$ cat config.mk
export PLATFORM = sky130hd
export DESIGN_NAME = stp_deser_flat
export DESIGN_NICKNAME = d
export VERILOG_FILES = /design/src/rtl/stp_deser_if.sv /design/src/rtl/stp_deser.sv /design/src/flat_wrapper.sv
export SDC_FILE = /design/constraint.sdc
export NUM_CORES = 1
export LEC_CHECK = 0
export ABC_CLOCK_PERIOD_IN_PS = 2460
export CAP_MARGIN = 20
export CORE_MARGIN = 2
export CORE_UTILIZATION = 54
export DETAILED_ROUTE_END_ITERATION = 16
export PLACE_DENSITY = 0.75
export SETUP_SLACK_MARGIN = 0.02
export SYNTH_ARGS = -nofsm -noshare
export SYNTH_HDL_FRONTEND = slang
export SYNTH_SLANG_ARGS = --single-unit
$ cat constraint.sdc
create_clock -name clk -period 2.46 [get_ports clk]
set_clock_uncertainty 0.1 [all_clocks]
set_input_delay 0.615 -clock clk [delete_from_list [all_inputs] [get_ports clk]]
set_output_delay 0.615 -clock clk [all_outputs]
set_load 0.005 [all_outputs]
$ cat src/rtl/stp_deser_if.sv
// rtl/stp_deser_if.sv - bit-stream input and word-output handshake bundle for stp_deser
// The slave modport is the deserializer side; the master modport is the line/decoder side.
interface stp_deser_if #(
  parameter int WIDTH = 32
);
  logic             start;
  logic             in;
  logic             in_valid;
  logic [WIDTH-1:0] data;
  logic             data_valid;
  logic             out_ready;
  logic             busy;
  logic             overflow;
  logic             ovf_clr;

  modport master (
    output start, in, in_valid, out_ready, ovf_clr,
    input  data, data_valid, busy, overflow
  );

  modport slave (
    input  start, in, in_valid, out_ready, ovf_clr,
    output data, data_valid, busy, overflow
  );
endinterface

$ cat src/rtl/stp_deser.sv
// rtl/stp_deser.sv - framed serial-to-parallel deserializer with one-entry output register
// Assembles WIDTH valid bits per word; start always (re)opens a frame and outranks completion.
module stp_deser #(
  parameter int WIDTH     = 32,
  parameter bit MSB_FIRST = 1'b1,
  parameter bit CONT      = 1'b0
) (
  input  logic          clk,
  input  logic          rst_n,
  stp_deser_if.slave    bus
);
  localparam int CW = $clog2(WIDTH);

  typedef enum logic {IDLE, SHIFT} state_t;

  state_t           state;
  logic [CW-1:0]    cnt;
  logic [WIDTH-1:0] sr;
  logic [WIDTH-1:0] data_q;
  logic             dv_q;
  logic             ovf_q;

  logic [WIDTH-1:0] sr_base;
  logic [WIDTH-1:0] sr_next;
  logic             last_bit;
  logic             complete;

  // A start discards any partial word, so the incoming bit shifts into a cleared register.
  always_comb begin
    sr_base = bus.start ? '0 : sr;
    if (MSB_FIRST) begin
      sr_next = {sr_base[WIDTH-2:0], bus.in};
    end else begin
      sr_next = {bus.in, sr_base[WIDTH-1:1]};
    end
  end

  assign last_bit = (cnt == CW'(WIDTH - 1));
  assign complete = (state == SHIFT) && bus.in_valid && !bus.start && last_bit;

  always_ff @(posedge clk or negedge rst_n) begin
    if (!rst_n) begin
      state  <= IDLE;
      cnt    <= '0;
      sr     <= '0;
      data_q <= '0;
      dv_q   <= 1'b0;
      ovf_q  <= 1'b0;
    end else begin
      if (bus.start) begin
        state <= SHIFT;
        sr    <= bus.in_valid ? sr_next : '0;
        cnt   <= bus.in_valid ? CW'(1) : '0;
      end else if ((state == SHIFT) && bus.in_valid) begin
        sr <= sr_next;
        if (last_bit) begin
          cnt <= '0;
          if (!CONT) begin
            state <= IDLE;
          end
        end else begin
          cnt <= cnt + CW'(1);
        end
      end

      // A word may load into a register that is being drained on this same edge.
      if (complete && (!dv_q || bus.out_ready)) begin
        data_q <= sr_next;
        dv_q   <= 1'b1;
      end else if (dv_q && bus.out_ready) begin
        dv_q <= 1'b0;
      end

      if (complete && dv_q && !bus.out_ready) begin
        ovf_q <= 1'b1;
      end else if (bus.ovf_clr) begin
        ovf_q <= 1'b0;
      end
    end
  end

  assign bus.data       = data_q;
  assign bus.data_valid = dv_q;
  assign bus.busy       = (state == SHIFT);
  assign bus.overflow   = ovf_q;
endmodule

$ cat src/flat_wrapper.sv
// flat-port wrapper written by rule: the top's interface ports become plain ports
module stp_deser_flat 
#(
  parameter int WIDTH     = 32,
  parameter bit MSB_FIRST = 1'b1,
  parameter bit CONT      = 1'b0
)
  (clk, rst_n, bus_start, bus_in, bus_in_valid, bus_out_ready, bus_ovf_clr, bus_data, bus_data_valid, bus_busy, bus_overflow);
  stp_deser_if #(.WIDTH(WIDTH)) bus_i ();
  input  logic clk;
  input  logic rst_n;
  input wire logic [$bits(bus_i.start)-1:0] bus_start;
  input wire logic [$bits(bus_i.in)-1:0] bus_in;
  input wire logic [$bits(bus_i.in_valid)-1:0] bus_in_valid;
  input wire logic [$bits(bus_i.out_ready)-1:0] bus_out_ready;
  input wire logic [$bits(bus_i.ovf_clr)-1:0] bus_ovf_clr;
  output wire logic [$bits(bus_i.data)-1:0] bus_data;
  output wire logic [$bits(bus_i.data_valid)-1:0] bus_data_valid;
  output wire logic [$bits(bus_i.busy)-1:0] bus_busy;
  output wire logic [$bits(bus_i.overflow)-1:0] bus_overflow;
  assign bus_i.start = bus_start;
  assign bus_i.in = bus_in;
  assign bus_i.in_valid = bus_in_valid;
  assign bus_i.out_ready = bus_out_ready;
  assign bus_i.ovf_clr = bus_ovf_clr;
  assign bus_data = bus_i.data;
  assign bus_data_valid = bus_i.data_valid;
  assign bus_busy = bus_i.busy;
  assign bus_overflow = bus_i.overflow;
  stp_deser #(.WIDTH(WIDTH), .MSB_FIRST(MSB_FIRST), .CONT(CONT)) u_core (.clk(clk), .rst_n(rst_n), .bus(bus_i));
endmodule
==> impl_metrics.yaml, run 1 <==
timing:
  tightest_slew_ps: 673
  slew_headroom_pct: 55.1
  fin_crit_ps: 2290
  fmax_mhz: 437
  hold_ws_ps: 127
  hold_violations: 0
  finalSetupViolations: 0
  tns_ps: 0
  finalMaxSlewViolations: 0
  timing.final.crit_share_pct: 93.0
  rsz0062_at_grt: "no"
logic_synthesis:
  synth.largest_area_cell: "dfrtp_1"
  synth_nets: 287
  synth_cell_type_count: 28
  yosysWarnings: 0
  syn_inst: 278
  synth_top_area_share_pct: 56.1
  synth-seq-cells: 71
  seq_area_frac_synth_pct: 56.1
  synth.top_cells.by_area: "dfrtp_1 (56%), mux2_4 (14%), nand2_1 (8.3%)"
  synth_area_sq_um: 3170
  syn_avg_cell_area_sq_um: 11.4
global_routing:
  grt_max_degree: 70
  grt_pass1_wl_um: 9930
  grt-ovfl-total: 0
  gr-usage-all-layers_pct: 20.2
  grt_pass1_vias: 2127
  antenna_found_initial: 0
detailed_routing:
  drt_iter0_drc: 183
  drt-wirelength-per-cell_um: 14.6
  first_pass_iters: 4
  drc: 0
  via_per_inst: 5.30
  num_vias: 2104
  drt_wl_total_um: 5780
  ant_nets: 0
floorplan:
  ios: 42
  initial_core_util_pct: 56.8
  std_cell_rows: 27
  floorplan.die.height_um: 80.6
  dieWidth_um: 80.6
  core-area_sq_um: 5570
  die-area_sq_um: 6490
clock_network:
  cts_resized: 0
  cts_root_buf: "clkbuf_8"
  cts.sinks: 71
  ctsHoldBuffers: 0
  clock_latency_ps: 330
  htreeDepth: 3
  clk_pin_slew_ps: 70
  tritoncts: "yes"
  post-cts-setup-buffers: 0
  clockBufferDepth: 2
  numCtsBuffers: 9
power_and_ir_drop:
  p_leak_nw: 1.69
  power.density_nw_per_um2: 573
  ir_worst_vdd_v: 0.000411
place:
  finalWeightedCongestion: 0.739
  dp_hpwl_um: 3550
  numPortBuffers: 41
finish:
  num_antenna_cells: 0
  area_growth_pct: 21.3
  fin_nets: 330
  drive_gt1_share_pct: 18.5
run_status:
  outcome: "complete, no violations"
critical_path:
  cp_max_fo: 21
  critPathKind: "reg -> reg"
  crit_start: "u_core.cnt[0]"
  crit-reg2reg-launch: "u_core.cnt[0]"
  cp.arrival_ps: 2410
  endpoint_kind: "register"
  startpoint_type: "register"
  required_ps: 2580
  reg2reg_depth: 7
job:
  max_cap_violations: 0
worst_hold_path:
  min_path_type: "in -> async"
[synth_stat cells]
cell type	instances
nand2_1	70
nor2b_1	32
o22ai_1	1
dfrtp_1	71
and3_1	1
buf_2	5
nand2_2	1
mux2_4	30
nand4b_1	1
a21o_1	1
or4bb_1	1
buf_6	1
clkbuf_1	9
ha_1	2
nand2b_1	1
and2_1	1
nand3_1	1
a31oi_1	1
or4_1	1
o21ai_0	2
o211ai_1	2
inv_1	1
a21oi_1	34
mux2_2	2
buf_4	1
nor2_1	1
buf_12	3
or4b_1	1
[stage by stage]
stage | instance area (sq um) | util (%) | setup WS (ps) | std cells | total power [mW]
detailed placement | 3640 | 65.3 | 142 | 382 | 1.30
floorplan | 3170 | - | 441 | 278 | 1.25
finish | 3840 | 68.9 | 171 | 397 | 2.20
global placement | 3640 | 65.3 | 181 | 382 | 1.30
CTS | 3840 | 68.9 | 165 | 397 | 2.22
global route | 3840 | 68.9 | 27.8 | 397 | 2.29
[metal layers]
metal / vias up / share of wire (%) / track usage [%] / routed length [um]
met3: 8 / 4.5 / 3.71 / 259
met2: 62 / 48 / 31.4 / 2780
met1: 1025 / 46 / 28.1 / 2660
met4: 0 / 1.3 / 8.14 / 76
li1: 1009 / - / - / -
met5: - / 0 / 0 / 0
[cells by family (layout without fill, tap and decap cells)]
kind of cell	count (synthesis)	after routing	share of synthesized area [%]
AND/OR/NAND/NOR	112	112	16.9
flip-flops	71	71	56.1
AO/OA/AOI/OAI	41	41	6.80
multiplexers	32	32	14.9
buffers and inverters	20	67	4.47
adder cells (fa/ha/maj)	2	2	0.790
[flip-flops by register name, indices dropped and copies added, names as in the netlist]
signal / cells
u_core.bus.overflow: 1
u_core.sr: 31
u_core.cnt: 5
u_core.bus.data_valid: 1
u_core.bus.busy: 1
u_core.bus.data: 32
[layout make-up]
cell class	instances	area [sq um]
Clock inverter	3	42.5
Tap cell	72	90.1
Inverter	1	3.75
Timing Repair Buffer	51	515
Clock buffer	12	155
Sequential cell	71	1780
Multi-Input combinational cell	187	1250
Fill cell	436	1740
[path summary, 6_finish.rpt]
path | endpoint | slack, ps
setup / recovery | u_core.bus.data[2] | 170
hold / removal | u_core.bus.busy | 130
setup reg to reg | u_core.bus.data[2] | 170
hold reg to reg | u_core.bus.data[5] | 410
max in group asynchronous | u_core.bus.data[14] | 1590
min in group clk | u_core.bus.data[5] | 410
[critical path: stages, from the launching register on]
cell and delay [ps]:
dfrtp_1 430, ha_1 200, and3_1 160, ha_1 270, nand4b_1 210, nor2b_4 220, buf_12 230, mux2_2 350
[power by group]
group          total [mW]  internal [mW]  leakage (nW)  switching (mW)
Combinational      0.0945         0.0268         0.613          0.0678
Clock               0.924          0.517        0.0985           0.407
Sequential           1.18           1.17         0.982         0.00686
Total                2.20           1.72          1.69           0.481
[cells in the final DEF (no fill, tap or decap), types with 2 or more instances in the layout]
cell type and instances:
nor2b_1 31, mux2_2 2, dfrtp_1 71, ha_1 2, mux2_4 30, clkdlybuf4s50_1 39
o211ai_1 2, buf_4 8, buf_12 3, a21oi_1 34, clkbuf_8 11, nand2_1 70
o21ai_0 2
Note: power is estimated with default switching activity, not from simulation.
==> run 2, diff against run 1 <==
- ABC_AREA: not set -> 1
- PLACE_DENSITY: 0.75 -> 0.76
==> run 2 against run 1 <==
Effect of this change: maximum frequency is 17% higher; register-to-register slack improved by 400 ps; worst hold slack improved by 41 ps; sequential cell count unchanged; utilization down 0.88 points; count of clock-buffer cells in the layout did not move; design area fell by 4.3%.
==> impl_metrics.yaml, run 2 <==
finish:
  area_growth_pct: 23.2
  final_area_sq_um: 3670
  num_antenna_cells: 0
  largest_reg_flops: 32
  fin_util_pct: 68.0
  drive_gt1_share_pct: 6.02
  fin_cells: 471
  nFillCells: 444
  final_cell_mix: "nand2_1 (112), dfrtp_1 (71), clkdlybuf4s50_1 (40), inv_1 (39), nand3_1 (37)"
  final_common_cell: "nand2_1"
  fin_nets: 406
clock_network:
  cts_root_buf: "clkbuf_8"
  clock_latency_ps: 340
  htreeDepth: 3
  clk_pin_slew_ps: 70
  tritoncts: "yes"
  ctsHoldBuffers: 0
  post-cts-setup-buffers: 0
  cts_resized: 0
  numCtsBuffers: 9
  cts.sinks: 71
  clockBufferDepth: 2
power_and_ir_drop:
  finalPower_mw: 2.16
  power.density_nw_per_um2: 588
  ir_worst_vdd_v: 0.000417
  p_leak_nw: 1.81
logic_synthesis:
  yosysWarnings: 0
  seq_area_frac_synth_pct: 59.6
  synth_cell_type_count: 16
  synth-compound-area-share_pct: 5.92
  synthMuxAreaShare_pct: 0
  synth-seq-cells: 71
  yosysMostFrequentCell: "nand2_1"
  synth_nets: 363
  async_flop_share_pct: 100
  synth-adder-area-share_pct: 0.839
  netlist_top_cells_count: "nand2_1 (112), dfrtp_1 (71), inv_1 (39)"
  synth_top_family_by_area: "simple AND/OR/NAND/NOR gates"
  synth_top_area_share_pct: 59.6
  synth_area_sq_um: 2980
  synth_edf_count: 0
  syn_avg_cell_area_sq_um: 8.42
  synthFlopType: "dfrtp_1"
  synth_xor_area_share_pct: 0
  synth.largest_area_cell: "dfrtp_1"
  synth-simple-area-share_pct: 25.7
  synth.top_cells.by_area: "dfrtp_1 (60%), nand2_1 (14%), nand3_1 (6.2%)"
  syn_inst: 354
floorplan:
  dieWidth_um: 78.3
  core-area_sq_um: 5410
  ios: 42
  die-area_sq_um: 6130
  std_cell_rows: 27
  initial_core_util_pct: 55.2
  floorplan.die.height_um: 78.3
detailed_routing:
  drc: 0
  num_vias: 2396
  via_per_inst: 5.09
  ant_nets: 0
  drt_wl_total_um: 5770
  first_pass_iters: 4
  drt_iter0_drc: 258
  drt-wirelength-per-cell_um: 12.2
timing:
  fmax_mhz: 512
  fin_crit_ps: 1950
  rsz0062_at_grt: "no"
  finalMaxSlewViolations: 0
  timing.final.crit_share_pct: 79.4
  tightest_slew_ps: 376
  hold_ws_ps: 168
  slew_headroom_pct: 74.9
  tns_ps: 0
  hold_violations: 0
  setup_ws_ps: 507
  finalSetupViolations: 0
critical_path:
  startpoint_type: "register"
  critPathKind: "reg -> out"
  max_stage_delay_ps: 520
  crit-reg2reg-launch: "u_core.cnt[0]"
  cp_num_buf_inv: 1
  crit_start: "u_core.bus.busy"
  cp_max_fo: 3
  crit_family: "buffers and inverters"
  slowest_stage: "clkdlybuf4s50_1"
  endpoint_kind: "primary output"
  path_cells: "clkdlybuf4s50_1"
  cp.arrival_ps: 1240
  required_ps: 1750
global_routing:
  grt_pass1_vias: 2381
  grt_max_degree: 72
  antenna_found_initial: 0
  grt-ovfl-total: 0
  grt_pass1_wl_um: 10400
  gr-usage-all-layers_pct: 21.6
worst_hold_path:
  min_path_type: "in -> async"
run_status:
  outcome: "complete, no violations"
place:
  place_ws_ps: 299
  finalWeightedCongestion: 0.885
  placedCellCount: 458
  numPortBuffers: 41
  placed_cell_area_sq_um: 3490
  dp_hpwl_um: 3580
job:
  max_cap_violations: 0
[run 2: cell count changes in the layout (fill, tap and decap cells not counted), moves of 31 or more]
cell / previous run / this run
nand3_1: 1 / 37
o21ai_0: 2 / 33
nor2_1: 1 / 35
nand2_1: 70 / 112
nor2b_1: 31 / 0
inv_1: 1 / 39
a21oi_1: 34 / 1
[run 2: layer usage]
layer	wire length, um	global-route usage [%]	up-vias
met3	273	5.17	10
met4	100	10.0	0
met1	2670	28.8	1149
li1	-	-	1177
met5	0	0	-
met2	2720	33.9	60
[run 2: final cells by class]
type	count	area [sq um]	share of cell area [%]
Multi-Input combinational cell	224	967	26.3
Clock buffer	12	155	4.22
Sequential cell	71	1780	48.3
Clock inverter	1	30.0	0.817
Inverter	40	150	4.09
Tap cell	72	90.1	2.45
Timing Repair Buffer	51	505	13.8
[run 2: cells by family after synthesis]
kind of cell	count (synthesis)
AOI/OAI and AO/OA	35
adders and majority gates	2
buffers and inverters	59
DFF	71
and+or+nand+nor	187
[run 2: final timing paths]
check	endpoint	slack, ps	cells past startpoint
setup / recovery	bus_busy	510	1
hold / removal	u_core.cnt[3]	170	2
setup reg to reg	u_core.bus.data[3]	570	9
hold reg to reg	u_core.bus.data[31]	370	2
max in group asynchronous	u_core.sr[14]	1770	2
min in group clk	u_core.bus.data[31]	370	2
[run 2: power by group]
group	internal (mW)	switching (mW)
Combinational	0.0249	0.0637
Clock	0.507	0.384
Sequential	1.18	0.00528
Total	1.71	0.453
